File: src/rtl/mem_arbiter_pkg.sv
// Shared types and defaults for the memory arbiter / fill sequencer slice.
package mem_arb_pkg;

  typedef enum logic [1:0] {
    IDLE   = 2'd0,
    FILL_I = 2'd1,
    FILL_D = 2'd2,
    WRITE  = 2'd3
  } arb_state_e;

  localparam int unsigned BLOCK_WORDS_DEF = 8;
  localparam int unsigned MEM_LAT_DEF     = 4;
  localparam int unsigned IDX_W           = $clog2(BLOCK_WORDS_DEF);

  function automatic logic is_fill(input arb_state_e s);
    return (s == FILL_I) || (s == FILL_D);
  endfunction

endpackage

File: src/rtl/mem_arbiter_fill_sequencer.sv
// Block fill sequencer: issue/receive word counters and block address generation.
module fill_sequencer #(
  parameter int unsigned ADDR_W      = 16,
  parameter int unsigned BLOCK_WORDS = 8
) (
  input  logic                           clk,
  input  logic                           rst,
  input  logic                           start_i,
  input  logic [ADDR_W-1:0]              addr_i,
  input  logic                           active_i,
  input  logic                           data_valid_i,
  output logic [ADDR_W-1:0]              rd_addr_o,
  output logic [$clog2(BLOCK_WORDS)-1:0] recv_idx_o,
  output logic                           issue_done_o,
  output logic                           last_word_o
);

  localparam int unsigned IW    = $clog2(BLOCK_WORDS);
  localparam int unsigned LOW_W = IW + 1;
  localparam logic [IW-1:0]     LAST     = IW'(BLOCK_WORDS - 1);
  localparam logic [ADDR_W-1:0] LOW_MASK = ADDR_W'((32'd1 << LOW_W) - 32'd1);

  logic [IW-1:0]     issue_cnt_q, issue_cnt_d;
  logic [IW-1:0]     recv_cnt_q, recv_cnt_d;
  logic              issuing_q, issuing_d;
  logic [ADDR_W-1:0] base_q, base_d;
  logic              recv_fire;

  assign recv_fire = active_i && data_valid_i;

  always_comb begin
    issue_cnt_d = issue_cnt_q;
    recv_cnt_d  = recv_cnt_q;
    issuing_d   = issuing_q;
    base_d      = base_q;
    if (start_i) begin
      base_d      = addr_i & ~LOW_MASK;
      issuing_d   = 1'b1;
      issue_cnt_d = '0;
      recv_cnt_d  = '0;
    end else begin
      if (issuing_q) begin
        issue_cnt_d = issue_cnt_q + 1'b1;
        if (issue_cnt_q == LAST) issuing_d = 1'b0;
      end
      if (recv_fire) recv_cnt_d = recv_cnt_q + 1'b1;
    end
  end

  always_ff @(posedge clk) begin
    if (rst) begin
      issue_cnt_q <= '0;
      recv_cnt_q  <= '0;
      issuing_q   <= 1'b0;
      base_q      <= '0;
    end else begin
      issue_cnt_q <= issue_cnt_d;
      recv_cnt_q  <= recv_cnt_d;
      issuing_q   <= issuing_d;
      base_q      <= base_d;
    end
  end

  // Base has its low bits cleared, so OR-ing in the word offset equals concatenation.
  assign rd_addr_o    = base_q | ADDR_W'({issue_cnt_q, 1'b0});
  assign recv_idx_o   = recv_cnt_q;
  assign issue_done_o = !issuing_q;
  assign last_word_o  = recv_fire && (recv_cnt_q == LAST);

endmodule

File: src/rtl/mem_arbiter.sv
// I/D cache miss arbiter and fill sequencer for the shared pipelined memory.
// Define ARB_ROUND_ROBIN_EN to alternate grants between simultaneous I and D misses.
module mem_arbiter
  import mem_arb_pkg::*;
#(
  parameter int unsigned ADDR_W      = 16,
  parameter int unsigned DATA_W      = 16,
  parameter int unsigned BLOCK_WORDS = BLOCK_WORDS_DEF,
  parameter int unsigned MEM_LAT     = MEM_LAT_DEF
) (
  input  logic                           clk,
  input  logic                           rst,
  input  logic                           i_req,
  input  logic [ADDR_W-1:0]              i_addr,
  input  logic                           d_req,
  input  logic [ADDR_W-1:0]              d_addr,
  input  logic                           d_wr_req,
  input  logic [ADDR_W-1:0]              d_wr_addr,
  input  logic [DATA_W-1:0]              d_wr_data,
  output logic [DATA_W-1:0]              fill_data,
  output logic                           i_fill_valid,
  output logic                           d_fill_valid,
  output logic [$clog2(BLOCK_WORDS)-1:0] fill_idx,
  output logic                           i_done,
  output logic                           d_done,
  output logic                           d_wr_ack,
  output logic                           mem_enable,
  output logic                           mem_wr,
  output logic [ADDR_W-1:0]              mem_addr,
  output logic [DATA_W-1:0]              mem_data_in,
  input  logic [DATA_W-1:0]              mem_data_out,
  input  logic                           mem_data_valid,
  output logic                           busy
);

  localparam int unsigned IW = $clog2(BLOCK_WORDS);

  if ((MEM_LAT < 1) || (BLOCK_WORDS < 2) || ((1 << IW) != BLOCK_WORDS)) begin : g_cfg_check
    $error("mem_arbiter: MEM_LAT must be >= 1 and BLOCK_WORDS a power of 2 >= 2");
  end

  arb_state_e        state_q, state_d;
  logic              pick_d;
  logic              fill_start;
  logic [ADDR_W-1:0] fill_addr;
  logic              in_fill;
  logic [ADDR_W-1:0] rd_addr;
  logic [IW-1:0]     recv_idx;
  logic              issue_done;
  logic              last_word;

  assign in_fill = is_fill(state_q);

`ifdef ARB_ROUND_ROBIN_EN
  // last_d_q: 1 when the most recently completed fill served the D side.
  logic last_d_q, last_d_d;

  assign pick_d = d_req && !(i_req && last_d_q);

  always_comb begin
    last_d_d = last_d_q;
    if (in_fill && last_word) last_d_d = (state_q == FILL_D);
  end

  always_ff @(posedge clk) begin
    if (rst) last_d_q <= 1'b0;
    else     last_d_q <= last_d_d;
  end
`else
  assign pick_d = d_req;
`endif

  always_comb begin
    state_d    = state_q;
    fill_start = 1'b0;
    fill_addr  = i_addr;
    case (state_q)
      IDLE: begin
        if (d_wr_req) begin
          state_d = WRITE;
        end else if (pick_d) begin
          state_d    = FILL_D;
          fill_start = 1'b1;
          fill_addr  = d_addr;
        end else if (i_req) begin
          state_d    = FILL_I;
          fill_start = 1'b1;
        end
      end
      FILL_I, FILL_D: if (last_word) state_d = IDLE;
      WRITE:          state_d = IDLE;
      default:        state_d = IDLE;
    endcase
  end

  always_ff @(posedge clk) begin
    if (rst) state_q <= IDLE;
    else     state_q <= state_d;
  end

  fill_sequencer #(
    .ADDR_W      (ADDR_W),
    .BLOCK_WORDS (BLOCK_WORDS)
  ) u_fill_seq (
    .clk          (clk),
    .rst          (rst),
    .start_i      (fill_start),
    .addr_i       (fill_addr),
    .active_i     (in_fill),
    .data_valid_i (mem_data_valid),
    .rd_addr_o    (rd_addr),
    .recv_idx_o   (recv_idx),
    .issue_done_o (issue_done),
    .last_word_o  (last_word)
  );

  // Outputs are forced low while rst is high so the reset cycle itself is quiet.
  always_comb begin
    fill_data    = '0;
    i_fill_valid = 1'b0;
    d_fill_valid = 1'b0;
    fill_idx     = '0;
    i_done       = 1'b0;
    d_done       = 1'b0;
    d_wr_ack     = 1'b0;
    mem_enable   = 1'b0;
    mem_wr       = 1'b0;
    mem_addr     = '0;
    mem_data_in  = '0;
    busy         = 1'b0;
    if (!rst) begin
      busy = (state_q != IDLE);
      case (state_q)
        FILL_I, FILL_D: begin
          if (!issue_done) begin
            mem_enable = 1'b1;
            mem_addr   = rd_addr;
          end
          if (mem_data_valid) begin
            fill_data    = mem_data_out;
            fill_idx     = recv_idx;
            i_fill_valid = (state_q == FILL_I);
            d_fill_valid = (state_q == FILL_D);
          end
          i_done = last_word && (state_q == FILL_I);
          d_done = last_word && (state_q == FILL_D);
        end
        WRITE: begin
          mem_enable  = 1'b1;
          mem_wr      = 1'b1;
          mem_addr    = d_wr_addr;
          mem_data_in = d_wr_data;
          d_wr_ack    = 1'b1;
        end
        default: ;
      endcase
    end
  end

endmodule

File: config.mk
export PLATFORM = sky130hd
export DESIGN_NAME = mem_arbiter
export DESIGN_NICKNAME = d
export VERILOG_FILES = /design/src/rtl/mem_arbiter_pkg.sv /design/src/rtl/mem_arbiter_fill_sequencer.sv /design/src/rtl/mem_arbiter.sv
export SDC_FILE = /design/constraint.sdc
export NUM_CORES = 1
export LEC_CHECK = 0
export BUFFER_PORTS_ARGS = -buffer_cell sky130_fd_sc_hd__buf_2
export CAP_MARGIN = 20
export CORE_UTILIZATION = 39
export CTS_BUF_LIST = sky130_fd_sc_hd__clkbuf_16
export CTS_CLUSTER_SIZE = 28
export DETAILED_ROUTE_END_ITERATION = 10
export PLACE_DENSITY = 0.8
export SLEW_MARGIN = 20
export SYNTH_ARGS = -nofsm -noshare
export SYNTH_HDL_FRONTEND = slang
export SYNTH_HIERARCHICAL = 1
export SYNTH_SLANG_ARGS = --single-unit
export TNS_END_PERCENT = 20
File: constraint.sdc
create_clock -name clk -period 2.52 [get_ports clk]
set_input_delay 0.252 -clock clk [delete_from_list [all_inputs] [get_ports clk]]
set_output_delay 0.252 -clock clk [all_outputs]
set_load 0.05 [all_outputs]
==> results of run 1 <==
-- state kept, by name, summed over array words and instances (netlist names) --
name / cells
u_fill_seq/issue_cnt_q: 3
u_fill_seq/recv_idx_o: 3
u_fill_seq/issuing_q: 1
u_fill_seq/base_q: 12
state_q: 2
-- layout make-up --
class                   count  share of cell area
repair buffers            139              0.2850
clock buffers               3             0.03032
flip-flops and latches     21              0.1698
multi-input cells         156              0.4805
well taps                  50             0.02527
clock inverters             1            0.001516
inverters                   5            0.007580
-- metal layers --
metal | vias to the layer above | track usage
met5 | - | 0
met3 | 2 | 0.03125
li1 | 921 | -
met4 | 0 | 0.02604
met1 | 807 | 0.2120
met2 | 59 | 0.3505
-- where the power goes --
group	internal (mW)	switching (mW)	leakage (nW)	total, mW
combinational	0.338	0.535	1.16	0.872
sequential	0.388	0.0443	0.172	0.433
clock	0.211	0.112	0.0423	0.322
total	0.937	0.691	1.37	1.63
-- metrics by stage --
step	hold slack (ns)	utilization	power, mW	worst slack [ns]
after CTS	0.3405	0.5990	1.627	0.04820
after global placement	0.4754	0.5792	1.279	0.2663
after floorplan	0.3211	-	1.125	0.2276
after global routing	0.3535	0.6017	1.742	0.05805
after detailed placement	0.4865	0.5792	1.295	0.2104
final	0.3485	0.6017	1.627	0.1688
-- what timing repair did --
item / 4_1_cts / 5_1_grt
cloned: 0 / 0
gates resized for setup: 1 / 4
endpoints found under the setup margin: 12 / 33
-- worst min path at each step --
stage,from,end,slack [ns],depth (start not counted)
2_1_floorplan,rst,u_fill_seq/issuing_q$_SDFF_PP0_,0.32,1
3_3_place_gp,u_fill_seq/base_q[9]$_SDFFE_PP0P_,u_fill_seq/base_q[9]$_SDFFE_PP0P_,0.48,2
3_5_place_dp,u_fill_seq/base_q[8]$_SDFFE_PP0P_,u_fill_seq/base_q[8]$_SDFFE_PP0P_,0.49,2
4_1_cts,mem_data_valid,u_fill_seq/recv_idx_o[2]$_SDFFE_PP0P_,0.34,3
5_1_grt,mem_data_valid,u_fill_seq/recv_idx_o[2]$_SDFFE_PP0P_,0.35,3
6_report,mem_data_valid,u_fill_seq/recv_idx_o[2]$_SDFFE_PP0P_,0.35,3
-- critical path: stages (launching register included) --
cell and delay [ns]:
dfxtp_1 0.38, inv_1 0.10, ha_2 0.44, nor2b_4 0.23
buf_4 0.22, a22oi_1 0.09, nor2_1 0.11, buf_2 0.28
==> flow_summary_export.csv, run 1 <==
group,metric,value,unit
layout,final_common_cell,"buf_2",
power,p_leak,1.372,nW
layout,seq_area,420.4,um^2
detailed_routing,drt_first_pass_iters,5,
power,vdd_drop_max,532.9,uV
global_routing,grt_max_degree,25,
run,maxCapViolCount,0,
sta,finalHoldViolCount,0,
clocking,hold_buffers,0,
floorplan,coreArea,0.004115,mm^2
sta,relSlewSlack,0.5826,
sta,setup_viol,0,
worst_setup_path,crit_required,2.27,ns
layout,drive_gt1_frac,0.5262,
clocking,cts_tree,"done",
sta,worstMarginPinSlew,0.6261,ns
detailed_routing,wl_per_cell,12.02,um
detailed_routing,top_layer,"met4",
placement,dp_hpwl,3586,um
sta,rsz0062_at_grt,"false",
layout,final_area,0.002476,mm^2
layout,diodes,0,
worst_setup_path,rr_worst_depth,6,
sta,drv_slew,0,
worst_setup_path,r2r-start,"state_q[1]$_SDFFE_PP0P_",
detailed_routing,met1_length,1789,um
layout,layoutNonFillerInstCount,375,
synthesis,syn_nets,294,
clocking,cts_setup_buffers,0,
clocking,clkLatencyLatePin,0.25,ns
global_routing,grt_use_total,0.1825,
synthesis,synth_cells,199,
worst_setup_path,critPathMaxFanout,14,
sta,min_period,2.351,ns
synthesis,syn_area_per_cell,8.670,um^2
sta,setup-tns-final,0,ns
worst_setup_path,cp_data_arrival_time,2.10,ns
placement,dp.cells,371,
worst_setup_path,reg2reg_slack,0.60,ns
floorplan,ioPinCount,145,
sta,fin_worst_skew,0.003026,ns
detailed_routing,dr_wl_met3,262,um
worst_setup_path,crit_path_end_kind,"primary output",
floorplan,die_area,0.004694,mm^2
global_routing,antenna_found_initial,0,
clocking,clockBufferDepth,2,
global_routing,grt_pass1_wl,6492,um
clocking,htree_levels,1,
power,powerDensity,657.2,mW/mm^2
floorplan,initial_core_util,0.4193,
clocking,numCtsBuffers,3,
detailed_routing,wl_met2,2424,um
detailed_routing,drt-vias-per-instance,4.771,
synthesis,yosys_warnings,6,
layout,final_cell_mix,"135 x buf_2, 36 x and2_1, 32 x nor2_1",
placement,placed_area,0.002384,mm^2
worst_hold_path,hold_class,"input pin to flop",
synthesis,synth_area,0.001725,mm^2
clocking,clk_pin_slew_worst_paths,0.06,ns
floorplan,die_x,68.52,um
layout,multi_input_comb_area,0.001190,mm^2
sta,period_share,0.9330,
floorplan,die_y,68.52,um
clocking,root_buffer,"clkbuf_16",
detailed_routing,drtAntennaViolNets,0,
placement,io_buffers,136,
sta,fmax,425.3,MHz
detailed_routing,drc,0,
detailed_routing,dr_total_vias,1789,
layout,area_growth,43.51,%
detailed_routing,drtIter0Drc,89,
placement,place_congestion,0.7119,
layout,nNetsFinal,421,
outcome,status,"complete, no violations",
global_routing,grt_pass1_vias,1449,
detailed_routing,drt-total-wl,4506,um
worst_setup_path,critPathCapture,"mem_addr[15]",
global_routing,grt_overflow,0,
layout,nFillCells,383,
worst_setup_path,r2r-end,"state_q[1]$_SDFFE_PP0P_",
worst_setup_path,crit_type,"flop to primary output",
floorplan,row_count,23,
worst_setup_path,critPathLaunchType,"flop",
clocking,clkSinkCount,21,
worst_setup_path,crit_start,"state_q[1]$_SDFFE_PP0P_",
Note: power is estimated with default switching activity, not from simulation.
==> run 2, diff against run 1 <==
CORE_UTILIZATION = 42   (was 39)
CTS_CLUSTER_DIAMETER = 200   (was unset)
PLACE_DENSITY = 0.85   (was 0.8)
clock period = 2.9 ns   (was 2.52 ns; I/O delays follow)
==> run 2 against run 1 <==
Net effect: via count about the same; register-to-register slack improved by 0.31 ns; setup slack improved by 0.25 ns; flip-flop and latch count unchanged; clock-buffer cell count unchanged; critical path type unchanged; final area decreased by 0.61%; cell count decreased by 0.53%.
==> flow_summary_export.csv, run 2 (synthesized netlist as in run 1, its figures left out) <==
group,metric,value,unit
worst_setup_path,cp_data_arrival_time,2.19,ns
clocking,numCtsBuffers,3,
sta,drv_slew,0,
clocking,clkSinkCount,21,
worst_setup_path,reg2reg_slack,0.91,ns
floorplan,ioPinCount,145,
clocking,clockBufferDepth,2,
outcome,status,"complete, no violations",
sta,finalHoldViolCount,0,
placement,placed_area,0.002381,mm^2
detailed_routing,dr_total_vias,1790,
floorplan,die_x,66.10,um
detailed_routing,drt_first_pass_iters,4,
detailed_routing,wl_per_cell,12.22,um
worst_setup_path,crit_type,"flop to primary output",
global_routing,grt_pass1_vias,1569,
floorplan,die_area,0.004369,mm^2
clocking,root_buffer,"clkbuf_16",
detailed_routing,drtAntennaViolNets,0,
power,p_total,1.410,mW
sta,relSlewSlack,0.6060,
sta,setup-tns-final,0,ns
power,p_leak,1.370,nW
detailed_routing,drt-total-wl,4558,um
layout,final_cell_mix,"136 x buf_2, 36 x and2_1, 32 x nor2_1",
sta,fin_ws,0.4176,ns
detailed_routing,drc,0,
global_routing,grt_max_degree,25,
clocking,htree_levels,1,
floorplan,die_y,66.10,um
worst_setup_path,crit_required,2.61,ns
clocking,clkLatencyLatePin,0.25,ns
detailed_routing,drt-vias-per-instance,4.799,
worst_setup_path,crit_path_end_kind,"primary output",
layout,diodes,0,
sta,worstMarginPinSlew,0.5910,ns
layout,final_area,0.002461,mm^2
power,powerDensity,572.8,mW/mm^2
layout,drive_gt1_frac,0.5200,
clocking,cts_resized,0,
clocking,cts_tree,"done",
sta,min_period,2.482,ns
placement,io_buffers,136,
detailed_routing,drtIter0Drc,59,
sta,setup_viol,0,
layout,largest-register,"u_fill_seq/base_q",
power,vdd_drop_max,258.6,uV
run,maxCapViolCount,0,
worst_setup_path,critPathLaunchType,"flop",
sta,period_share,0.8560,
layout,nNetsFinal,421,
layout,largest_reg_flops,12,
layout,area_growth,42.64,%
worst_setup_path,r2r-end,"state_q[1]$_SDFFE_PP0P_",
clocking,hold_buffers,0,
layout,final_common_cell,"buf_2",
placement,place_congestion,0.7181,
worst_setup_path,critPathMaxFanout,20,
placement,pre_cts_slack,0.7034,ns
worst_setup_path,r2r-start,"state_q[0]$_SDFFE_PP0P_",
worst_hold_path,hold_class,"input pin to flop",
worst_setup_path,rr_worst_depth,6,
floorplan,row_count,22,
clocking,cts_setup_buffers,0,
sta,fmax,402.8,MHz
placement,dp_hpwl,3582,um
global_routing,antenna_found_initial,0,
sta,fin_worst_skew,0.004362,ns
sta,rsz0062_at_grt,"false",
floorplan,coreArea,0.003799,mm^2
global_routing,grt_overflow,0,
worst_setup_path,crit_start,"state_q[0]$_SDFFE_PP0P_",
floorplan,initial_core_util,0.4542,
clocking,clk_pin_slew_worst_paths,0.06,ns
worst_setup_path,critPathCapture,"fill_idx[2]",
global_routing,grt_pass1_wl,6900,um
global_routing,grt_use_total,0.2018,
[run 2: cell types whose count changed in the layout (fill, tap and decap cells not counted)]
cell and delta:
and3b_1 +1, and3b_2 -1, buf_2 +1, clkbuf_4 -1, clkinv_2 +1, ha_1 +1
ha_2 -1, inv_1 -1, nor2b_1 +1, nor2b_4 -1
[run 2: routing by layer]
metal	vias up	part of all wire	global-route usage	wire length, um
li1	919	-	-	-
met1	808	0.39	0.2150	1770
met2	61	0.56	0.4056	2535
met3	2	0.051	0.03103	234
met4	0	0.0037	0.04521	17
met5	-	0	0	0
[run 2: per-stage QoR]
step	util	hold slack (ns)	instances
finish	0.6479	0.3786	373
global route	0.6479	0.4117	373
CTS	0.6479	0.3744	373
detailed placement	0.6268	0.4851	369
global placement	0.6268	0.4746	369
floorplan	-	0.3591	199
[run 2: final cells by class]
cell class | instances | area [um^2]
Inverter | 5 | 18.77
Timing Repair Buffer | 139 | 703.2
Clock inverter | 1 | 5.005
Multi-Input combinational cell | 156 | 1179
Clock buffer | 3 | 75.07
Fill cell | 336 | 1338
Tap cell | 48 | 60.06
Sequential cell | 21 | 420.4
[run 2: critical path, stage by stage (launching register included)]
cell and delay [ns]:
dfxtp_1 0.39, inv_1 0.10, ha_1 0.47, and3b_1 0.52, and2_1 0.20, buf_2 0.26
[run 2: power by group]
| group | leakage (nW) | switching (mW) | internal [mW] | total (mW) |
|---|---|---|---|---|
| Combinational | 1.16 | 0.466 | 0.281 | 0.747 |
| Clock | 0.0409 | 0.103 | 0.185 | 0.288 |
| Sequential | 0.172 | 0.0378 | 0.337 | 0.375 |
| Total | 1.37 | 0.607 | 0.803 | 1.41 |
[run 2: how the worst min path moves through the flow]
stage               cells past startpoint  slack [ns]                                     to                                from
floorplan                               1        0.36        u_fill_seq/issuing_q$_SDFF_PP0_                                 rst
global placement                        2        0.47     u_fill_seq/base_q[10]$_SDFFE_PP0P_  u_fill_seq/base_q[10]$_SDFFE_PP0P_
detailed placement                      2        0.49     u_fill_seq/base_q[11]$_SDFFE_PP0P_  u_fill_seq/base_q[11]$_SDFFE_PP0P_
CTS                                     3        0.37  u_fill_seq/recv_idx_o[2]$_SDFFE_PP0P_                      mem_data_valid
global route                            3        0.41  u_fill_seq/recv_idx_o[2]$_SDFFE_PP0P_                      mem_data_valid
finish                                  3        0.38  u_fill_seq/recv_idx_o[2]$_SDFFE_PP0P_                      mem_data_valid
==> run 3, diff against run 2 <==
RECOVER_POWER = 100   (was unset)
==> run 3 against run 2 <==
Net effect: routed wire length is 1.4% higher; fmax is 5.5% lower; cell count stayed put; clock skew is 0.00057 ns lower; via count is 0.39% higher; combinational power is 1% lower; global-route usage stayed put; largest cell class unchanged; first-iteration DRC count is 10% higher; largest power group unchanged; flip-flop and latch count stayed put; final area is 2.0% lower; critical path depth is 2 higher.
==> flow_summary_export.csv, run 3 (synthesized netlist as in run 1, its figures left out) <==
group,metric,value,unit
worst_setup_path,cp.buffers_inverters,3,
worst_setup_path,reg2reg_slack,0.45,ns
clocking,numCtsBuffers,3,
worst_setup_path,crit_start,"state_q[0]$_SDFFE_PP0P_",
global_routing,grt_max_degree,25,
global_routing,gr-max-usage-layer,"met2",
clocking,clkLatencyLatePin,0.25,ns
detailed_routing,drc,0,
worst_setup_path,critPathMaxFanout,17,
clocking,htree_levels,1,
worst_setup_path,crit_path_end_kind,"primary output",
global_routing,use_met3,0.03103,
layout,seq_area,420.4,um^2
worst_setup_path,cp.depth,7,
detailed_routing,drtAntennaViolNets,0,
layout,area_growth,39.81,%
floorplan,coreArea,0.003799,mm^2
outcome,status,"complete, no violations",
placement,place_congestion,0.7181,
power,power.share.switching,0.4360,
detailed_routing,drtIter0Drc,65,
worst_setup_path,slowest_delay,0.50,ns
layout,drive_gt1_frac,0.4154,
layout,nNetsFinal,421,
layout,final_common_cell,"buf_2",
placement,dp_hpwl,3582,um
power,p_sw,0.6115,mW
floorplan,die_x,66.10,um
global_routing,grt_use_met2,0.4056,
floorplan,die_area,0.004369,mm^2
sta,rsz0062_at_grt,"false",
sta,finalHoldViolCount,0,
clocking,cts_tree,"done",
layout,multi_input_comb_area,0.001172,mm^2
sta,drv_slew,0,
layout,largest-register,"u_fill_seq/base_q",
sta,setup_viol,0,
sta,period_share,0.9057,
floorplan,ioPinCount,145,
power,p_leak,1.208,nW
worst_setup_path,path_cells,"inv_1, ha_1, nor2b_1, buf_4, a22oi_1, nor2_1, clkbuf_1",
worst_setup_path,r2r-end,"u_fill_seq/issue_cnt_q[0]$_SDFFE_PP0P_",
clocking,cts_resized,0,
sta,fin_worst_skew,0.003794,ns
worst_setup_path,critPathLaunchType,"flop",
detailed_routing,drt-total-wl,4621,um
worst_hold_path,hold_start,"mem_data_valid",
detailed_routing,drt_first_pass_iters,4,
worst_hold_path,hold_class,"input pin to flop",
layout,largest_reg_flops,12,
power,clock_power_share,0.206,
global_routing,antenna_found_initial,0,
power,combPwrFrac,0.527,
worst_setup_path,crit_type,"flop to primary output",
layout,diodes,0,
clocking,clockBufferDepth,2,
layout,nFillCells,357,
clocking,clk_pin_slew_worst_paths,0.06,ns
sta,fmax,380.7,MHz
layout,final_area,0.002412,mm^2
global_routing,grt_pass1_vias,1569,
power,p_seq_frac,0.267,
sta,min_period,2.626,ns
worst_setup_path,cp_data_arrival_time,2.34,ns
floorplan,row_count,22,
sta,relSlewSlack,0.3358,
global_routing,grt_use_total,0.2018,
clocking,hold_buffers,0,
clocking,cts_setup_buffers,0,
detailed_routing,dr_total_vias,1797,
worst_setup_path,rr_worst_depth,6,
worst_setup_path,crit_family,"buffers and inverters",
run,maxCapViolCount,0,
global_routing,grt_use_met1,0.2150,
layout,final_cell_mix,"83 x buf_2, 36 x and2_1, 32 x nor2_1, 32 x clkbuf_1, 22 x clkbuf_2",
floorplan,die_y,66.10,um
worst_setup_path,crit_required,2.61,ns
power,p_int,0.7910,mW
global_routing,grt_pass1_wl,6900,um
global_routing,grt_overflow,0,
worst_hold_path,hold_path_depth,3,
worst_hold_path,worst_hold_path.endpoint,"u_fill_seq/recv_idx_o[2]$_SDFFE_PP0P_",
sta,worstMarginPinSlew,0.9963,ns
clocking,root_buffer,"clkbuf_16",
placement,io_buffers,136,
power,vdd_drop_max,258.9,uV
placement,placed_area,0.002381,mm^2
sta,setup-tns-final,0,ns
worst_setup_path,critPathSlowestCell,"clkbuf_1",
clocking,clkSinkCount,21,
floorplan,initial_core_util,0.4542,
worst_setup_path,r2r-start,"state_q[0]$_SDFFE_PP0P_",
power,powerDensity,581.4,mW/mm^2
detailed_routing,drt-vias-per-instance,4.818,
detailed_routing,wl_per_cell,12.39,um
run 3: changes by cell type in the layout (fill, tap and decap cells not counted), moves of 2 or more:
cell	before	now
buf_2	136	83
clkbuf_1	0	32
or2_1	2	0
or2_0	0	2
clkbuf_2	0	22
run 3: worst min-delay path, cell delays in order:
cell and delay [ns]:
buf_2 0.15, nand3_1 0.10, a21oi_2 0.05
run 3: area by class of cell:
class,instances,share of cell area
clock inverters,1,0.002075
clock buffers,3,0.03112
multi-input cells,156,0.4860
repair buffers,139,0.2739
well taps,48,0.02490
inverters,5,0.007780
flip-flops and latches,21,0.1743
run 3: how the worst max path moves through the flow:
stage and end:
5_1_grt mem_addr[7], 2_1_floorplan mem_addr[10], 3_5_place_dp fill_data[3], 3_3_place_gp d_fill_valid
4_1_cts fill_data[3], 6_report mem_addr[12]
run 3: power groups by stage:
stage	registers (mW)	logic, mW	clock network [mW]
after floorplan	0.370	0.608	0
after global placement	0.378	0.730	0
after detailed placement	0.381	0.748	0
after CTS	0.375	0.752	0.296
after global routing	0.383	0.805	0.309
final	0.375	0.739	0.289
run 3: layer usage:
layer,vias up,wire (um)
li1,919,-
met1,809,1819
met2,67,2522
met3,2,263
met4,0,17
met5,-,0
run 3: stage by stage:
| step | hold slack, ns | util | setup slack (ns) | power (mW) | cells |
|---|---|---|---|---|---|
| 2_1_floorplan | 0.3591 | - | 0.5696 | 0.9776 | 199 |
| 3_3_place_gp | 0.4746 | 0.6268 | 0.7819 | 1.107 | 369 |
| 3_5_place_dp | 0.4851 | 0.6268 | 0.7034 | 1.129 | 369 |
| 4_1_cts | 0.3744 | 0.6479 | 0.4212 | 1.423 | 373 |
| 5_1_grt | 0.4117 | 0.6350 | 0.1264 | 1.497 | 373 |
| 6_report | 0.3787 | 0.6350 | 0.2735 | 1.403 | 373 |
